### config.mk
export PLATFORM = sky130hd
export DESIGN_NAME = dw_timer_responder
export DESIGN_NICKNAME = d
export VERILOG_FILES = /design/src/rtl/dw_timer_responder.sv
export SDC_FILE = /design/constraint.sdc
export NUM_CORES = 1
export LEC_CHECK = 0
export BUFFER_PORTS_ARGS = -buffer_cell sky130_fd_sc_hd__buf_2
export CORE_UTILIZATION = 60
export CTS_BUF_LIST = sky130_fd_sc_hd__clkbuf_8
export DETAILED_ROUTE_END_ITERATION = 8
export HOLD_SLACK_MARGIN = 0.02
export PLACE_DENSITY = 0.93
export SLEW_MARGIN = 20
export SYNTH_ARGS = -nofsm -noshare
export SYNTH_HDL_FRONTEND = slang
export SYNTH_SLANG_ARGS = --single-unit
export TNS_END_PERCENT = 30
### constraint.sdc
create_clock -name iCLK -period 4.8 [get_ports iCLK]
set_input_delay 0 -clock iCLK [delete_from_list [all_inputs] [get_ports iCLK]]
set_output_delay 0 -clock iCLK [all_outputs]
set_load 0.05 [all_outputs]
### src/rtl/dw_timer_responder.sv
// Memory-mapped 64-bit timer on the data bus: CTRL/COUNT/COMPARE/STATUS in a 32-byte window.
// Optional macro TIMER_IRQ_EN adds the registered oIRQ output and CTRL bit2 (IRQ enable).
module dw_timer_responder #(
  parameter logic [63:0] BASE_ADDR = 64'h0000_0000_FF20_0000,
  parameter int unsigned PRESC     = 50
) (
  input  logic        iCLK,
  input  logic        iRST,
  input  logic [63:0] DwAddress,
  input  logic        DwReadEnable,
  input  logic        DwWriteEnable,
  input  logic [3:0]  DwByteEnable,
  input  logic [63:0] DwWriteData,
  output logic [63:0] DwReadData
`ifdef TIMER_IRQ_EN
  ,
  output logic        oIRQ
`endif
);

  typedef enum logic [1:0] {S_IDLE, S_RUN, S_HALT} state_e;

  localparam logic [15:0] PRESC_MAX = 16'(PRESC - 1);
`ifdef TIMER_IRQ_EN
  localparam logic [63:0] CTRL_MASK = 64'h7;
`else
  localparam logic [63:0] CTRL_MASK = 64'h3;
`endif

  state_e      state_q;
  logic [15:0] presc_q;
  logic [63:0] ctrl_q, ctrl_d;
  logic [63:0] count_q, count_d;
  logic [63:0] compare_q, compare_d;
  logic        match_q, match_d;

  logic        sel;
  logic [1:0]  off;
  logic        wr_ctrl, wr_count, wr_cmp, wr_status;
  logic        tick, hit;
  logic        unused_addr;

  assign sel         = (DwAddress[63:5] == BASE_ADDR[63:5]);
  assign off         = DwAddress[4:3];
  assign unused_addr = ^DwAddress[2:0];

  assign wr_ctrl   = sel && DwWriteEnable && (off == 2'd0);
  assign wr_count  = sel && DwWriteEnable && (off == 2'd1);
  assign wr_cmp    = sel && DwWriteEnable && (off == 2'd2);
  assign wr_status = sel && DwWriteEnable && (off == 2'd3);

  function automatic logic [63:0] merge16(input logic [63:0] old, input logic [63:0] wd,
                                          input logic [3:0] be);
    logic [63:0] r;
    for (int k = 0; k < 4; k++) r[16*k +: 16] = be[k] ? wd[16*k +: 16] : old[16*k +: 16];
    return r;
  endfunction

  // A COUNT write suppresses a coincident tick entirely, including its match.
  assign tick = (state_q == S_RUN) && ctrl_q[0] && !wr_count && (presc_q == PRESC_MAX);
  assign hit  = (count_q + 64'd1) == compare_q;

  always_comb begin
    ctrl_d    = wr_ctrl ? (merge16(ctrl_q, DwWriteData, DwByteEnable) & CTRL_MASK) : ctrl_q;
    compare_d = wr_cmp ? merge16(compare_q, DwWriteData, DwByteEnable) : compare_q;
    count_d   = count_q;
    if (wr_count)  count_d = merge16(count_q, DwWriteData, DwByteEnable);
    else if (tick) count_d = hit ? (ctrl_q[1] ? 64'd0 : compare_q) : count_q + 64'd1;
    match_d = match_q;
    if (tick && hit) match_d = 1'b1;
    else if (wr_status && DwByteEnable[0] && DwWriteData[0]) match_d = 1'b0;
  end

  always_ff @(posedge iCLK or negedge iRST) begin
    if (!iRST) begin
      state_q   <= S_IDLE;
      presc_q   <= '0;
      ctrl_q    <= '0;
      count_q   <= '0;
      compare_q <= '0;
      match_q   <= 1'b0;
    end else begin
      ctrl_q    <= ctrl_d;
      count_q   <= count_d;
      compare_q <= compare_d;
      match_q   <= match_d;
      case (state_q)
        S_IDLE: begin
          presc_q <= '0;
          if (ctrl_q[0]) state_q <= S_RUN;
        end
        S_RUN: begin
          if (!ctrl_q[0]) begin
            state_q <= S_IDLE;
            presc_q <= '0;
          end else if (wr_count || presc_q == PRESC_MAX) begin
            presc_q <= '0;
            if (tick && hit && !ctrl_q[1]) state_q <= S_HALT;
          end else begin
            presc_q <= presc_q + 16'd1;
          end
        end
        S_HALT: begin
          if (!ctrl_q[0]) begin
            state_q <= S_IDLE;
            presc_q <= '0;
          end else if (wr_count) begin
            state_q <= S_RUN;
            presc_q <= '0;
          end
        end
        default: begin
          state_q <= S_IDLE;
          presc_q <= '0;
        end
      endcase
    end
  end

`ifdef TIMER_IRQ_EN
  logic irq_q;
  always_ff @(posedge iCLK or negedge iRST) begin
    if (!iRST) irq_q <= 1'b0;
    else       irq_q <= match_q && ctrl_q[2];
  end
  assign oIRQ = irq_q;
`endif

  // Zero when unselected so several responders can be OR-ed onto one bus.
  always_comb begin
    DwReadData = 64'd0;
    if (iRST && sel && DwReadEnable) begin
      case (off)
        2'd0:    DwReadData = ctrl_q;
        2'd1:    DwReadData = count_q;
        2'd2:    DwReadData = compare_q;
        default: DwReadData = {63'd0, match_q};
      endcase
    end
  end

endmodule
==> results by group, run 1 <==
Run status
  – Status: complete, no violations

Place
  – Pre-CTS WS: 0.187 ns
  – Hpwl dp: 41,400 µm
  – Port bufs: 196
  – Routability congestion estimate: 1.11

Timing
  – Fin worst setup slack: 0.0995 ns
  – Tcrit/Tclk final: 97.9%
  – Final setup vio count: 0
  – Final setup skew: approximately 0.03 ns
  – Slew Viols, Final: 0
  – Max transition margin: 33.9%
  – Final Hold Viols: 0
  – FMAX: 213 MHz
  – Slew @ Worst Pin: 0.982 ns
  – Min cycle time layout: 4.70 ns
  – Setup_tns: 0 ns

Setup path
  – Data arrival time at the worst-slack endpoint: 5.07 ns
  – CP startpoint kind: register
  – Reg-to-reg slack, setup: 0.1 ns
  – WP data required: 5.17 ns
  – WS Path Type: register to register
  – CP Capture Type: register
  – CP Max Fanout: 16

Pwr
  – Lkg Pwr: between 6 and 7 nW
  – Clock Power Share: 41.7%
  – Seq pwr share: roughly 50%
  – Switching Share: a little under a third
  – Logic pwr share: 8.5%
  – Worst vdd ir: 0.217 mV
  – PD cells: 162 nW/µm²
  – Switch Pwr: 0.763 mW
  – Internal Power: roughly 1.8 mW

Synthesis
  – Post-synth ARST share: 100%
  – Synth cell types: 80
  – Post-Syn Area: around 12,000 µm²
  – Post-synth top flop: dfrtp_1
  – EDFF count, synth: 0
  – Post-Syn Area per Cell: 8.06 µm²
  – Synthesis Warnings: 0
  – FF+latch count, synth: 149
  – Post-Syn Instances: 1,547
  – Syn Nets: 1,686
  – Sequential area share after synthesis: between 20% and 30%

Clock tree
  – CTS root buf: clkbuf_8
  – Max Root-Sink Buffers: 2
  – Clock transition at the registers of the reported paths: 0.11 ns
  – CTS tree: yes
  – Worst skew pair latency: 0.50 ns
  – Number of clock sinks: ~150
  – H-tree levels: 4
  – Total CTS buffers: 17

Die
  – Initial core utilization: 61.4%
  – Die height: about 150 µm
  – # rows: 52
  – # IOs: 200
  – Die W: 146 µm
  – Die area: 21,400 µm²
  – Core area: about 20,000 µm²

Global routing
  – Largest net degree at the start of global routing: 65
  – GRT Residual Overflow: 0
  – Global-route wire length before repair: 89,000 µm
  – GRT Overall Usage: 55.2%
  – Initial antenna violation count: 4
  – Vias in the first global route: 15.3k

Drt
  – WL per Instance: 28.2 µm
  – Drt first pass iters: 8
  – Via count: 15.9k
  – Routed wire length: about 60,000 µm
  – DRC violation count after routing: 0
  – Iteration-0 DRC count of the detailed router: 2,681
  – Post-DRT Antenna Nets: 0
  – DR vias/cell: 7.49

Flow run
  – MaxCap Viol Count: 0

Finish
  – Area grow syn2layout: 24.5%
  – Fin nets: 1,972
  – Fill count: between 1k and 1.5k
  – Layout cell share with drive strength beyond 1: approximately 25%

Worst hold path
  – Hold Path Class: input pin to asynchronous set/reset pin
-- critical path, stage by stage (launching register included) --
cell	delay, ns
dfrtp_1	0.56
nand2_1	0.16
buf_4	0.18
nor4_1	0.44
buf_4	0.31
nand2_1	0.10
buf_4	0.19
nor4_2	0.44
buf_4	0.21
xnor3_1	0.29
nor4b_1	0.28
nand4_1	0.22
nor4_4	0.34
buf_4	0.24
buf_12	0.17
nor2_1	0.05
a311oi_1	0.29
nor2_1	0.08
-- cell families (layout without fill, tap and decap cells) --
group           Yosys count  after routing  synth area share (%)
compound gates          354            354                  18.7
xor+xnor                111            111                  8.53
other cells               0              4                     0
simple gates            685            685                  29.2
buf+inv                 153            452                  5.14
flops                   149            149                  29.9
fa+ha+maj                 3              3                 0.301
mux                      92             92                  8.21
-- registers in the layout, indices dropped and copies added (netlist names) --
signal / cells
presc_q: 16
compare_q: 64
count_q: 64
state_q: 2
ctrl_q: 2
match_q: 1
-- worst paths after layout --
check                                       endpoint  cells past startpoint                   start
hold reg to reg                  match_q$_DFFE_PN0P_                      2     match_q$_DFFE_PN0P_
max in group asynchronous  compare_q[24]$_DFFE_PN0P_                      3                    iRST
setup / recovery             count_q[36]$_DFFE_PN0P_                     17  count_q[4]$_DFFE_PN0P_
min in group iCLK                match_q$_DFFE_PN0P_                      7           DwAddress[43]
setup reg to reg             count_q[36]$_DFFE_PN0P_                     17  count_q[4]$_DFFE_PN0P_
hold / removal             compare_q[21]$_DFFE_PN0P_                      3                    iRST
-- repair_timing --
item / CTS / global route
hold buffers: 75 / 0
buffers inserted: 0 / 0
resized for setup: 0 / 13
setup endpoints to repair: 0 / 50
endpoints found under the hold margin: 232 / 0
-- cells in the final DEF (no fill, tap or decap), types with 8 or more instances in the layout --
master,n
or4_1,23
nand3_1,61
inv_1,20
dlygate4sd3_1,74
o2111ai_1,9
xnor2_1,73
o31ai_1,10
mux2_2,70
nand3b_1,12
dfrtp_1,146
mux2i_1,19
a21oi_1,78
nor2_1,182
nor4_1,49
nand2_1,110
nand4_1,64
and2_1,16
clkbuf_8,17
or3_1,12
nor2b_1,29
buf_2,195
a31oi_1,26
o22ai_1,47
nor3_1,36
and4_1,12
and3_1,20
buf_4,124
nand2b_1,9
xor2_1,30
o21a_1,10
nor4b_1,8
a311oi_1,8
o21ai_0,40
a22oi_1,68
-- synth_stat cells, types with 30 or more instances --
library cell	count	share of area [%]
clkbuf_1	91	2.7
o21ai_0	40	1.6
nor4_1	54	2.7
mux2_2	70	6.3
nand4_1	64	3.2
nand2_1	110	3.3
a22oi_1	68	4.1
nor2b_1	31	1.6
dfrtp_1	149	30
xnor2_1	74	5.2
nor3_1	37	1.5
nand3_1	62	2.5
o22ai_1	47	2.4
nor2_1	183	5.5
xor2_1	30	2.1
a21oi_1	78	3.1
-- power groups by stage --
stage	clock network [mW]	registers (mW)	logic, mW
floorplan	0	1.28	0.0379
global placement	0	1.28	0.139
detailed placement	0	1.28	0.146
CTS	1.03	1.25	0.194
global route	1.08	1.25	0.219
finish	1.05	1.25	0.213
-- layout make-up --
class,instances,area (µm²),area share [%]
well taps,270,338,2.17
multi-input cells,1245,8190,52.7
repair buffers,400,2780,17.9
clock buffers,17,234,1.51
inverters,20,75.1,0.483
clock inverters,15,181,1.17
flip-flops and latches,149,3730,24.0
diodes,4,10.0,0.0644
-- layer usage --
layer / vias up / part of all wire [%] / global-route usage, %
met4: 4 / 8.7 / 39.0
met3: 527 / 15 / 18.8
met5: - / 0.045 / 0
met1: 7252 / 34 / 66.3
met2: 1709 / 42 / 83.1
li1: 6389 / - / -
-- metrics by stage --
step                hold WS (ns)  instance area (µm²)  utilization (%)  instances  power (mW)
floorplan                 -0.296                12500                -       1547        1.32
global placement          -0.102                14300             70.4       2009        1.42
detailed placement       -0.0921                14300             70.4       2009        1.42
CTS                       0.0672                15500             76.2       2116        2.48
global route              0.0853                15500             76.5       2117        2.56
finish                    0.0847                15500             76.5       2120        2.52
(Power assumes the default switching activity.)
==> inputs of run 2 (changes only) <==
--- a/config.mk
+++ b/config.mk
@@ -6,11 +6,11 @@
 export NUM_CORES = 1
 export LEC_CHECK = 0
 export BUFFER_PORTS_ARGS = -buffer_cell sky130_fd_sc_hd__buf_2
-export CORE_UTILIZATION = 60
+export CORE_UTILIZATION = 50
 export CTS_BUF_LIST = sky130_fd_sc_hd__clkbuf_8
 export DETAILED_ROUTE_END_ITERATION = 8
 export HOLD_SLACK_MARGIN = 0.02
-export PLACE_DENSITY = 0.93
+export PLACE_DENSITY = 0.72
 export SLEW_MARGIN = 20
 export SYNTH_ARGS = -nofsm -noshare
 export SYNTH_HDL_FRONTEND = slang
==> run 2 against run 1 <==
Clock power is essentially flat. Total power decreased by 0.25%. Clock skew hardly changed. Via count shrank 7.8%. Register-to-register slack improved by 0.08 ns. Utilization fell by 12 points. Final cell count increased by 3.0%. Critical path type unchanged. Critical endpoint is now count_q[16]$_DFFE_PN0P_. Largest cell class unchanged. Largest power group unchanged. Highest routed layer is now met4.
==> results by group, run 2 (synthesized netlist as in run 1, its figures left out) <==
Pwr
  – Internal Power: about 1.8 mW
  – PD cells: between 150 and 200 nW/µm²
  – Logic pwr share: 7.8%
  – Lkg Pwr: between 6 and 7 nW
  – Switching Share: 28.9%
  – Switch Pwr: 0.725 mW
  – Worst vdd ir: about 0.15 mV
  – Seq pwr share: approximately 50%
  – Clock Power Share: a little over two fifths

Timing
  – Slew @ Worst Pin: 1.00 ns
  – Min Hold Slack: 0.00843 ns
  – Final setup vio count: 0
  – Final setup skew: 0.0299 ns
  – Max transition margin: about a third
  – RSZ-0062 raised after global routing: no
  – Tcrit/Tclk final: 96.3%
  – FMAX: 216 MHz
  – Min cycle time layout: 4.62 ns
  – Final Hold Viols: 0
  – Setup_tns: 0 ns
  – Slew Viols, Final: 0

Die
  – Die height: 160 µm
  – # IOs: 200
  – Die W: 160 µm
  – # rows: 57
  – Die area: 25,600 µm²
  – Initial core utilization: 51.1%
  – Core area: between 20,000 and 25,000 µm²

Drt
  – Post-DRT Antenna Nets: 0
  – Max layer used: met4
  – Iteration-0 DRC count of the detailed router: 1,899
  – WL per Instance: 25.6 µm
  – Routed wire length: 55,800 µm
  – Drt first pass iters: 6
  – DRC violation count after routing: 0
  – Routed wl met2: approximately 26,000 µm
  – Via count: roughly 15k
  – DR vias/cell: 6.70
  – Metal3 WL: 5710 µm
  – Post-Route M1 WL: ~22,000 µm

Setup path
  – CP Max Fanout: 20
  – WS Path Type: register to register
  – Data arrival time at the worst-slack endpoint: around 5.0 ns
  – Reg-to-reg slack, setup: 0.18 ns
  – CP startpoint kind: register
  – CP Capture Type: register
  – WP data required: 5.15 ns

Place
  – Routability congestion estimate: 1.07
  – Port bufs: between 150 and 200
  – Hpwl dp: 42,600 µm

Finish
  – Most frequent cells in the layout: 195 x buf_2, 182 x nor2_1, 149 x dfrtp_1
  – Area grow syn2layout: 25.3%
  – Layout cell share with drive strength beyond 1: 25.4%
  – Top flop regs: compare_q x64, count_q x64, presc_q x16
  – Reg area: around 3700 µm²
  – Most common cell after layout, fill and taps aside: buf_2
  – Fin nets: 1,986
  – Fill count: 2,165
  – Area of the multi-input gates: 8160 µm²
  – ANT cells: 0

Run status
  – Status: complete, no violations

Global routing
  – Vias in the first global route: 14.0k
  – Initial antenna violation count: 0
  – GRT Overall Usage: 43.5%
  – GRT Residual Overflow: 0
  – Largest net degree at the start of global routing: 64
  – Global-route wire length before repair: 84,300 µm

Flow run
  – MaxCap Viol Count: 0

Clock tree
  – Number of clock sinks: roughly 150
  – Worst skew pair latency: just over 0.5 ns
  – Clock transition at the registers of the reported paths: roughly 0.12 ns
  – Total CTS buffers: 17
  – CTS tree: yes
  – CTS root buf: clkbuf_8
  – H-tree levels: 4
  – Max Root-Sink Buffers: 2

Worst hold path
  – Hold Path Class: input pin to asynchronous set/reset pin
-- run 2: per-stage QoR --
step | area (µm²) | power, mW | setup slack, ns | std cells | utilization (%)
6_report | 15600 | 2.51 | 0.179 | 2184 | 64.1
5_1_grt | 15600 | 2.57 | 0.00972 | 2184 | 64.1
4_1_cts | 15600 | 2.51 | 0.0814 | 2184 | 63.9
3_5_place_dp | 14500 | 1.43 | 0.158 | 2079 | 59.3
3_3_place_gp | 14500 | 1.42 | 0.192 | 2079 | 59.3
2_1_floorplan | 12500 | 1.32 | 0.606 | 1547 | -
-- run 2: timing repair --
item                       CTS  global route
hold buffers                73             0
hold endpoints to repair   183             0
setup endpoints to repair    0            66
resized for setup            0             9
buffers inserted             0             0
-- run 2: power by group through the flow --
stage	Clock [mW]	Sequential (mW)	Combinational (mW)
after floorplan	0	1.28	0.0379
after global placement	0	1.28	0.145
after detailed placement	0	1.28	0.147
after CTS	1.06	1.25	0.192
after global routing	1.11	1.25	0.211
final	1.06	1.25	0.195
-- run 2: area by class of cell --
type	instances	share of cell area [%]
Multi-Input combinational cell	1245	52.3
Inverter	20	0.481
Timing Repair Buffer	414	18.3
Clock inverter	15	1.06
Clock buffer	17	1.50
Tap cell	324	2.59
Sequential cell	149	23.9
-- run 2: final timing paths --
kind | from | to | cells past startpoint
worst max-delay path | count_q[12]$_DFFE_PN0P_ | count_q[16]$_DFFE_PN0P_ | 16
worst min-delay path | iRST | compare_q[31]$_DFFE_PN0P_ | 2
worst max register to register | count_q[12]$_DFFE_PN0P_ | count_q[16]$_DFFE_PN0P_ | 16
worst min register to register | presc_q[1]$_DFFE_PN0N_ | presc_q[1]$_DFFE_PN0N_ | 2
max in group asynchronous | iRST | count_q[51]$_DFFE_PN0P_ | 3
min in group iCLK | DwAddress[3] | state_q[0]$_DFFE_PN0P_ | 5
-- run 2: routing by layer --
metal,GRT usage (%),up-vias
met5,0,-
met4,16.4,0
met3,7.51,138
met2,71.3,990
met1,57.2,7129
li1,-,6386
-- run 2: worst max-delay path, cell delays in order, from the launching register on --
cell and delay, ns:
dfrtp_1 0.58, nand4_1 0.17, or4_1 0.56, buf_4 0.25
nor4_1 0.52, buf_4 0.22, xnor2_1 0.15, o2111ai_1 0.20
nor4b_1 0.40, nand4_1 0.14, buf_4 0.17, nor4_4 0.32
buf_6 0.27, buf_4 0.17, nor2_1 0.04, a21oi_1 0.16
a21oi_1 0.11
